--- src/rtl/mips_ctrl_pkg.sv ---
// -----------------------------------------------------------------------------
// mips_ctrl_pkg
// Shared definitions for the pipeline control unit:
//   - PC-select encodings driven to the PC mux
//   - register-file constants (REG_RA is the jal link register)
//   - packed control bundles held in the ID/EX, EX/MEM and MEM/WB registers
// -----------------------------------------------------------------------------
package mips_ctrl_pkg;

    localparam int REG_W   = 5;
    localparam int ALUOP_W = 2;

    localparam logic [1:0] PC_SEL_SEQ = 2'd0;  // PC + 4
    localparam logic [1:0] PC_SEL_BR  = 2'd1;  // branch target
    localparam logic [1:0] PC_SEL_J   = 2'd2;  // jump target
    localparam logic [1:0] PC_SEL_JR  = 2'd3;  // register (jr)

    localparam logic [REG_W-1:0] REG_RA = 5'd31;

    typedef struct packed {
        logic               reg_dst;
        logic               alusrc;
        logic               branch;
        logic               mem_read;
        logic               mem_write;
        logic               memto_reg;
        logic               reg_write;
        logic [ALUOP_W-1:0] aluop;
        logic [REG_W-1:0]   dst;
    } idex_ctrl_t;

    typedef struct packed {
        logic             mem_read;
        logic             mem_write;
        logic             memto_reg;
        logic             reg_write;
        logic [REG_W-1:0] dst;
    } exmem_ctrl_t;

    typedef struct packed {
        logic             memto_reg;
        logic             reg_write;
        logic [REG_W-1:0] dst;
    } memwb_ctrl_t;

    // jal links into $ra; otherwise R-type writes rd and I-type writes rt.
    function automatic logic [REG_W-1:0] resolve_dst(
        input logic             jal,
        input logic             reg_dst,
        input logic [REG_W-1:0] rt,
        input logic [REG_W-1:0] rd
    );
        if (jal)          return REG_RA;
        else if (reg_dst) return rd;
        else              return rt;
    endfunction

endpackage

--- src/rtl/ctrl_hazard_detect.sv ---
// -----------------------------------------------------------------------------
// ctrl_hazard_detect
// Combinational load-use detector. A load in EX whose destination feeds the
// instruction in ID must hold that instruction for one cycle.
// Ports:
//   ex_mem_read_i  - instruction in EX is a load
//   ex_dst_i       - destination register of the instruction in EX
//   id_rs_i/rt_i   - source fields of the instruction in ID
//   id_alusrc_i, id_mem_write_i, id_branch_i - decide whether ID reads rt
//   load_use_o     - stall request
// -----------------------------------------------------------------------------
import mips_ctrl_pkg::*;

module ctrl_hazard_detect (
    input  logic             ex_mem_read_i,
    input  logic [REG_W-1:0] ex_dst_i,
    input  logic [REG_W-1:0] id_rs_i,
    input  logic [REG_W-1:0] id_rt_i,
    input  logic             id_alusrc_i,
    input  logic             id_mem_write_i,
    input  logic             id_branch_i,
    output logic             load_use_o
);

    logic rt_use;

    // rt is a real source for register-operand ALU ops, stores (data) and
    // branches (compare); immediate ALU ops and loads only use rs.
    assign rt_use = ~id_alusrc_i | id_mem_write_i | id_branch_i;

    // $zero never carries a dependency.
    assign load_use_o = ex_mem_read_i
                      & (ex_dst_i != '0)
                      & ((ex_dst_i == id_rs_i) | ((ex_dst_i == id_rt_i) & rt_use));

endmodule

--- src/rtl/pipe_ctrl_unit.sv ---
// -----------------------------------------------------------------------------
// pipe_ctrl_unit
// Carries the decoder's control bundle from ID through ID/EX, EX/MEM, MEM/WB,
// resolves control flow into a PC select, and generates stall/flush.
// Ports:
//   clk, rst            - clock, synchronous active-high reset
//   id_*                - decoder bundle and register fields for ID
//   ex_zero             - ALU zero flag for the instruction in EX
//   ex_*, mem_*, wb_*   - registered stage control
//   pc_write, ifid_write, ifid_flush, pc_sel - combinational front-end control
//   stall_cnt, flush_cnt - saturating debug event counters
// -----------------------------------------------------------------------------
import mips_ctrl_pkg::*;

module pipe_ctrl_unit #(
    parameter int CNT_W = 16
) (
    input  logic              clk,
    input  logic              rst,
    input  logic              id_RegDst,
    input  logic              id_Branch,
    input  logic              id_MemRead,
    input  logic              id_MemtoReg,
    input  logic              id_MemWrite,
    input  logic              id_ALUsrc,
    input  logic              id_RegWrite,
    input  logic              id_jump,
    input  logic              id_jal,
    input  logic              id_jr,
    input  logic [1:0]        id_ALUop,
    input  logic [4:0]        id_rs,
    input  logic [4:0]        id_rt,
    input  logic [4:0]        id_rd,
    input  logic              ex_zero,
    output logic              ex_RegDst,
    output logic              ex_ALUsrc,
    output logic              ex_Branch,
    output logic              ex_MemRead,
    output logic              ex_MemWrite,
    output logic              ex_MemtoReg,
    output logic              ex_RegWrite,
    output logic [1:0]        ex_ALUop,
    output logic [4:0]        ex_dst,
    output logic              mem_MemRead,
    output logic              mem_MemWrite,
    output logic              mem_MemtoReg,
    output logic              mem_RegWrite,
    output logic [4:0]        mem_dst,
    output logic              wb_MemtoReg,
    output logic              wb_RegWrite,
    output logic [4:0]        wb_dst,
    output logic              pc_write,
    output logic              ifid_write,
    output logic              ifid_flush,
    output logic [1:0]        pc_sel,
    output logic [CNT_W-1:0]  stall_cnt,
    output logic [CNT_W-1:0]  flush_cnt
);

    idex_ctrl_t       ex_q,  ex_d;
    exmem_ctrl_t      mem_q, mem_d;
    memwb_ctrl_t      wb_q,  wb_d;
    logic [CNT_W-1:0] stall_cnt_q, stall_cnt_d;
    logic [CNT_W-1:0] flush_cnt_q, flush_cnt_d;

    logic load_use;
    logic br_taken;
    logic bubble;
    logic stall_event;

    ctrl_hazard_detect u_hazard (
        .ex_mem_read_i  (ex_q.mem_read),
        .ex_dst_i       (ex_q.dst),
        .id_rs_i        (id_rs),
        .id_rt_i        (id_rt),
        .id_alusrc_i    (id_ALUsrc),
        .id_mem_write_i (id_MemWrite),
        .id_branch_i    (id_Branch),
        .load_use_o     (load_use)
    );

    assign br_taken = ex_q.branch & ex_zero;

    // Front-end control, highest priority first.
    always_comb begin
        // NOTE: every output gets a default before the priority chain so no
        // path leaves a signal unassigned and infers a latch.
        pc_sel     = PC_SEL_SEQ;
        pc_write   = 1'b1;
        ifid_write = 1'b1;
        ifid_flush = 1'b0;
        bubble     = 1'b0;
        if (br_taken) begin
            // Kills IF and ID: ID is replaced by the bubble.
            pc_sel     = PC_SEL_BR;
            ifid_flush = 1'b1;
            bubble     = 1'b1;
        end else if (load_use) begin
            pc_write   = 1'b0;
            ifid_write = 1'b0;
            bubble     = 1'b1;
        end else if (id_jr) begin
            pc_sel     = PC_SEL_JR;
            ifid_flush = 1'b1;
        end else if (id_jump) begin
            pc_sel     = PC_SEL_J;
            ifid_flush = 1'b1;
        end
    end

    // A squashed branch means the load it overlapped never stalls.
    assign stall_event = load_use & ~br_taken;

    always_comb begin
        ex_d = '0;
        if (!bubble) begin
            ex_d.reg_dst   = id_RegDst;
            ex_d.alusrc    = id_ALUsrc;
            ex_d.branch    = id_Branch;
            ex_d.mem_read  = id_MemRead;
            ex_d.mem_write = id_MemWrite;
            ex_d.memto_reg = id_MemtoReg;
            ex_d.reg_write = id_RegWrite | id_jal;  // jal always links
            ex_d.aluop     = id_ALUop;
            ex_d.dst       = resolve_dst(id_jal, id_RegDst, id_rt, id_rd);
        end

        mem_d.mem_read  = ex_q.mem_read;
        mem_d.mem_write = ex_q.mem_write;
        mem_d.memto_reg = ex_q.memto_reg;
        mem_d.reg_write = ex_q.reg_write;
        mem_d.dst       = ex_q.dst;

        wb_d.memto_reg  = mem_q.memto_reg;
        wb_d.reg_write  = mem_q.reg_write;
        wb_d.dst        = mem_q.dst;

        stall_cnt_d = stall_cnt_q;
        if (stall_event && (stall_cnt_q != '1))
            stall_cnt_d = stall_cnt_q + CNT_W'(1);

        flush_cnt_d = flush_cnt_q;
        if (ifid_flush && (flush_cnt_q != '1))
            flush_cnt_d = flush_cnt_q + CNT_W'(1);
    end

    // NOTE: state uses non-blocking assignments so every register samples the
    // pre-edge value of the others, independent of statement order.
    always_ff @(posedge clk) begin
        if (rst) begin
            ex_q        <= '0;
            mem_q       <= '0;
            wb_q        <= '0;
            stall_cnt_q <= '0;
            flush_cnt_q <= '0;
        end else begin
            ex_q        <= ex_d;
            mem_q       <= mem_d;
            wb_q        <= wb_d;
            stall_cnt_q <= stall_cnt_d;
            flush_cnt_q <= flush_cnt_d;
        end
    end

    assign ex_RegDst    = ex_q.reg_dst;
    assign ex_ALUsrc    = ex_q.alusrc;
    assign ex_Branch    = ex_q.branch;
    assign ex_MemRead   = ex_q.mem_read;
    assign ex_MemWrite  = ex_q.mem_write;
    assign ex_MemtoReg  = ex_q.memto_reg;
    assign ex_RegWrite  = ex_q.reg_write;
    assign ex_ALUop     = ex_q.aluop;
    assign ex_dst       = ex_q.dst;
    assign mem_MemRead  = mem_q.mem_read;
    assign mem_MemWrite = mem_q.mem_write;
    assign mem_MemtoReg = mem_q.memto_reg;
    assign mem_RegWrite = mem_q.reg_write;
    assign mem_dst      = mem_q.dst;
    assign wb_MemtoReg  = wb_q.memto_reg;
    assign wb_RegWrite  = wb_q.reg_write;
    assign wb_dst       = wb_q.dst;
    assign stall_cnt    = stall_cnt_q;
    assign flush_cnt    = flush_cnt_q;

endmodule

--- config.mk ---
export PLATFORM = sky130hd
export DESIGN_NAME = pipe_ctrl_unit
export DESIGN_NICKNAME = d
export VERILOG_FILES = /design/src/rtl/mips_ctrl_pkg.sv /design/src/rtl/ctrl_hazard_detect.sv /design/src/rtl/pipe_ctrl_unit.sv
export SDC_FILE = /design/constraint.sdc
export NUM_CORES = 1
export LEC_CHECK = 0
export BUFFER_PORTS_ARGS = -buffer_cell sky130_fd_sc_hd__clkbuf_2
export CAP_MARGIN = 0
export CORE_MARGIN = 2
export CORE_UTILIZATION = 44
export DETAILED_ROUTE_END_ITERATION = 10
export PLACE_DENSITY_LB_ADDON = 0.05
export SYNTH_ARGS = -nofsm -noshare
export SYNTH_HDL_FRONTEND = slang
export SYNTH_SLANG_ARGS = --single-unit
--- constraint.sdc ---
create_clock -name clk -period 2.1 [get_ports clk]
set_clock_uncertainty 0.15 [all_clocks]
set_input_delay 0.42 -clock clk [delete_from_list [all_inputs] [get_ports clk]]
set_output_delay 0.42 -clock clk [all_outputs]
set_load 0.02 [all_outputs]
# ---- Yosys cells after proc, flatten, opt, wreduce, memory -nomap -nowiden
# Index checks and enable logic that the tools add are counted.
dict set report op_classes {
  addsub 2
  n_eq_ne 4
  mux 14
  bitwise_logic 11
  reduce_logical 4
}
# operator n
set ops {}
lappend ops {{adder 16 x 1 -> 16 bit (second input constant)} 2}
lappend ops {{inequality test 16 bit (second input constant)} 2}
lappend ops {{equality test 5 bit} 2}
lappend ops {{two-way mux 5 bit} 2}
lappend ops {{two-way mux 1 bit} 8}
lappend ops {{two-way mux 2 bit} 4}
lappend ops {{AND 1 bit} 5}
lappend ops {{nonzero test 5 bit} 1}
lappend ops {{bitwise OR 1 bit} 4}
lappend ops {{logical AND 1 bit} 2}
lappend ops {{NOT 1 bit} 2}
lappend ops {{OR reduction 2 bit} 1}
dict set report word_totals {
  regBits 62
  in_bits 30
  output_inout_bits 67
  elab_cells 54
}

# ---- Logic depth before layout (Yosys ltp)
dict set report logic_depth {
  depth_word 9
  ltp_mapped 8
  mapped_depth_nobuf 6
}

# ---- Modules after synthesis
# Synthesis repeated with hierarchy kept, for this count alone.
dict set report hier_totals {
  cells_unflattened 310
  area_unflattened_um2 2907.8
}
# module n_inst cells_each area_per_inst_um2 seq_area_each_um2
set by_module_without_submodules {}
lappend by_module_without_submodules {pipe_ctrl_unit 1 292 2756.4 1241.2}
lappend by_module_without_submodules {ctrl_hazard_detect 1 18 151.4 0.0}

# ---- Least setup slack after synthesis
# No wires, ideal clock.
dict set report synth_timing {
  path_kind {flip-flop to output port}
  from {register ex_q (netlist bit ex_dst[0])}
  to {output port ifid_flush}
  arrival_time_ps 1851
  t_required_ps 1530
  path_slack_ps -321
  path_stages_with_launch 5
  path_buffers 0
  cell_sequence {dfxtp_1 or4_4 o21ai_4 and2b_1 o21ai_0}
}
dict set report synth_via {
  elab_chain_len 6
  word_cells_on_any_way 9
  classes_between {2 x eq/ne; 2 x mux; 4 x bitwise; 1 x reduce/logical}
}
# item line
set synth_lines {}
lappend synth_lines {{from (decl)} pipe_ctrl_unit.sv:60} ;# idex_ctrl_t ex_q, ex_d;
lappend synth_lines {{from (signal assigned)} pipe_ctrl_unit.sv:151} ;# ex_q <= '0;
lappend synth_lines {{from (signal assigned)} pipe_ctrl_unit.sv:157} ;# ex_q <= ex_d;
lappend synth_lines {{equality test 5 bit} ctrl_hazard_detect.sv:34} ;# & ((ex_dst_i == id_rs_i) | ((ex_dst_i == id_rt_i) & rt_use));
lappend synth_lines {{AND 1 bit} ctrl_hazard_detect.sv:34}
lappend synth_lines {{bitwise OR 1 bit} ctrl_hazard_detect.sv:34}
lappend synth_lines {{AND 1 bit (*)} ctrl_hazard_detect.sv:34}
lappend synth_lines {{two-way mux 1 bit (*)} pipe_ctrl_unit.sv:98} ;# end else if (load_use) begin
lappend synth_lines {{two-way mux 1 bit (*)} pipe_ctrl_unit.sv:93} ;# if (br_taken) begin
lappend synth_lines {{to (decl)} pipe_ctrl_unit.sv:54} ;# output logic ifid_flush,
# Every way passes the cells marked *; elsewhere a longest branch is shown, timed or not.

# ---- Worst setup path after layout
dict set report layout_timing {
  from {register ex_q (netlist bit ex_dst[0])}
  to {output port pc_sel[1]}
}
dict set report layout_via {
  elab_chain_len 6
  word_cells_on_any_way 9
  classes_between {2 x eq/ne; 2 x mux; 4 x bitwise; 1 x reduce/logical}
}
# item line
set layout_lines {}
lappend layout_lines {{equality test 5 bit} ctrl_hazard_detect.sv:34}
lappend layout_lines {{AND 1 bit} ctrl_hazard_detect.sv:34}
lappend layout_lines {{bitwise OR 1 bit} ctrl_hazard_detect.sv:34}
lappend layout_lines {{AND 1 bit (*)} ctrl_hazard_detect.sv:34}
lappend layout_lines {{two-way mux 2 bit (*)} pipe_ctrl_unit.sv:98}
lappend layout_lines {{two-way mux 2 bit (*)} pipe_ctrl_unit.sv:93}
lappend layout_lines {{to (decl)} pipe_ctrl_unit.sv:55} ;# output logic [1:0] pc_sel,
# Marks and branches as above.

==> metrics.txt <==
register area share after synthesis between 40 and 50%; CP arrival 2.00 ns; GRT Util Overall 23.5%; Critical Path RT 1.53 ns; hold endpoint ex_MemtoReg; most frequent cells in the layout clkbuf_2 (91), dfxtp_1 (53), buf_4 (52); Int Power 1.98 mW; DP HPWL 4.95 mm; Leak 2.04 nW; power density of the placed cells 610 nW/µm²; dpl ws -0.330 ns; die height just over 80 µm; CTS tree yes; commonest register cell after synthesis dfxtp_1; Synth warnings 0; Clk network pwr share between 30% and 40%; nets approximately 500; Hold Startpoint id_MemtoReg; largest net degree at the start of global routing 22; Max-Cap Viols 0; average size of a mapped cell 9.02 µm²; critical path's slowest cell or4_4; final period utilization 122%; Net Switching around 0.77 mW; post-synthesis cell type count 35; clk_lat worst skew 0.35 ns; vias in the first global route 2,597; Horiz. Die Dim 81.8 µm; Post-synth ARST share 0%; Final WS setup -0.472 ns; Die ar. 6680 µm²; measured slew at the worst slew-check pin about 0.62 ns; Switching Share 28.1%; DRC viols 0; Comb power frac 16.8%; Syn Std Cell Area ~2700 µm²; antenna cell count 0; gp weighted congestion 0.817; total I/O pin count 97; H-tree depth 3; post-route cell area 4510 µm²; Register-to-Register Path Depth 9; final setup fails 47; hold path depth 2; WL/cell 14.6 µm; Largest stage delay, worst path 0.54 ns; FMAX slightly below 0.4 GHz; CTS clk-pin slew, worst paths about 0.080 ns; register-to-register setup slack -0.34 ns; DR iter-0 viols 76; Starting Density 45.2%; clock buffer depth 2; worst r2r dst flush_cnt[6]; failing checks setup timing; Seq pwr share between 40% and 50%; Slew Limit Fails 0; Post-Synthesis Cells 295; Crit Path Max Fanout 4; DR vias 2,817; total gr overflow 0; Root Driver clkbuf_8; min Tclk post-route 2.57 ns; Slew HR 58.3%; setup repair after global routing missed its margin yes; Post-Route Setup TNS -12.09 ns; Worst setup EP type primary output; initial antenna violation count 0; Row Count 28; router iterations before antenna repair 4; CTS Buf Count 9; CP Cell Sequence or4_4, o21ai_4, and2b_4, nor3_4, clkbuf_8; CTS sink count 62; maximum VDD drop 0.000485 V; core box area 5890 µm²; Layout area overhead 69.4%; number of port buffers 96; CP startpoint kind flop; FF-to-FF Start ex_dst[0]; syn nets 327; Post-Route WL 8.01 mm; Synth Register Bits 62; layout cells sized above 1 56.0%; global-route wire length before repair 12.0 mm; antenna-violating nets left 0; number of synthesized flops with an enable pin 0; most common cell after layout, fill and taps aside clkbuf_2; Final Hold Vio Count 0; DP Area 3620 µm²; critical path class reg -> out; Worst Hold Class in -> reg; Core Util, Final between 70% and 80%; Via density 5.12; status finished, violations left
[synth_stat cells, types with 2 or more instances]
| cell type | n | area (µm²) |
|---|---|---|
| o21ai_0 | 13 | 65.1 |
| inv_1 | 6 | 22.5 |
| mux2i_1 | 2 | 20.0 |
| nor2_1 | 24 | 90.1 |
| mux2_2 | 4 | 45.0 |
| dfxtp_1 | 62 | 1240 |
| nor4_1 | 3 | 18.8 |
| buf_1 | 2 | 7.51 |
| xor2_1 | 15 | 131 |
| nor3_1 | 4 | 20.0 |
| nand4_1 | 9 | 56.3 |
| buf_2 | 2 | 10.0 |
| a21oi_1 | 20 | 100 |
| a211oi_1 | 5 | 37.5 |
| nor2b_1 | 27 | 169 |
| clkbuf_1 | 9 | 33.8 |
| ha_1 | 2 | 25.0 |
| nand2_1 | 15 | 56.3 |
| and2_1 | 9 | 56.3 |
| or3_1 | 11 | 68.8 |
| o31ai_1 | 10 | 75.1 |
| and4_1 | 2 | 17.5 |
| nand3_1 | 11 | 55.1 |
| or4_1 | 12 | 90.1 |
| and3_1 | 6 | 37.5 |
[registers in the layout, summed over array words and instances, names as in the netlist]
signal,cells
flush_cnt,16
stall_cnt,16
ex_dst,5
mem_dst,5
wb_dst,5
ex_ALUop,2
ex_ALUsrc,1
ex_Branch,1
ex_MemRead,1
ex_MemWrite,1
ex_MemtoReg,1
ex_RegDst,1
ex_RegWrite,1
mem_MemRead,1
mem_MemWrite,1
mem_MemtoReg,1
mem_RegWrite,1
wb_MemtoReg,1
wb_RegWrite,1
[critical path, delay by kind of cell, from the launching register on]
family / cells / cell delay (ns)
AOI/OAI and AO/OA: 1 / 0.15
buffers and inverters: 1 / 0.18
DFF: 1 / 0.34
and+or+nand+nor: 3 / 0.99
[worst max path at each step]
stage / depth (start not counted) / end / slack (ns) / startpoint
finish: 5 / pc_sel[1] / -0.47 / ex_dst[0]
global route: 5 / pc_sel[1] / -0.52 / ex_dst[0]
CTS: 5 / pc_sel[1] / -0.51 / ex_dst[0]
detailed placement: 7 / ex_RegDst / -0.33 / id_rt[0]
global placement: 8 / stall_cnt[15] / -0.29 / id_rt[3]
floorplan: 6 / flush_cnt[15] / -0.21 / ex_dst[0]
[routing by layer]
metal	wire length (µm)	vias up	track usage [%]
li1	-	1408	-
met1	3610	1317	29.9
met2	3930	75	38.9
met3	330	17	5.27
met4	139	0	9.17
met5	0	-	0
[power groups by stage]
stage / clock, mW / combinational, mW / sequential [mW]
floorplan: 0 / 0.134 / 1.32
finish: 1.05 / 0.463 / 1.24
detailed placement: 0 / 0.341 / 1.27
global route: 1.12 / 0.493 / 1.24
CTS: 1.06 / 0.415 / 1.24
global placement: 0 / 0.338 / 1.27
[area by class of cell]
cell class                      count  area [µm²]
Multi-Input combinational cell    213        1680
Fill cell                         436        1380
Sequential cell                    62        1260
Timing Repair Buffer              178        1250
Clock buffer                       11         163
Tap cell                           75        93.8
Clock inverter                      5        41.3
Inverter                            6        22.5
[logic make-up after synthesis]
| family | count (synthesis) | share of synthesized area [%] |
|---|---|---|
| AOI/OAI and AO/OA | 52 | 12.6 |
| muxes | 6 | 2.45 |
| DFF | 62 | 46.7 |
| and+or+nand+nor | 137 | 28.9 |
| buffers and inverters | 21 | 3.48 |
| adders and majority gates | 2 | 0.941 |
| xor gates and xnor gates | 15 | 4.94 |
[stage by stage]
stage | hold slack, ns | instances | total power, mW
after floorplan | 0.356 | 295 | 1.46
after global placement | 0.292 | 505 | 1.60
after detailed placement | 0.301 | 505 | 1.61
after CTS | 0.118 | 545 | 2.72
after global routing | 0.121 | 550 | 2.86
final | 0.125 | 550 | 2.75
[what timing repair did]
item	CTS	global route
setup buffers	22	7
endpoints found under the setup margin	46	51
hold buffers	0	0
gates resized for setup	52	63
gates cloned	2	0
pin swaps	25	30
(Power assumes the default switching activity.)
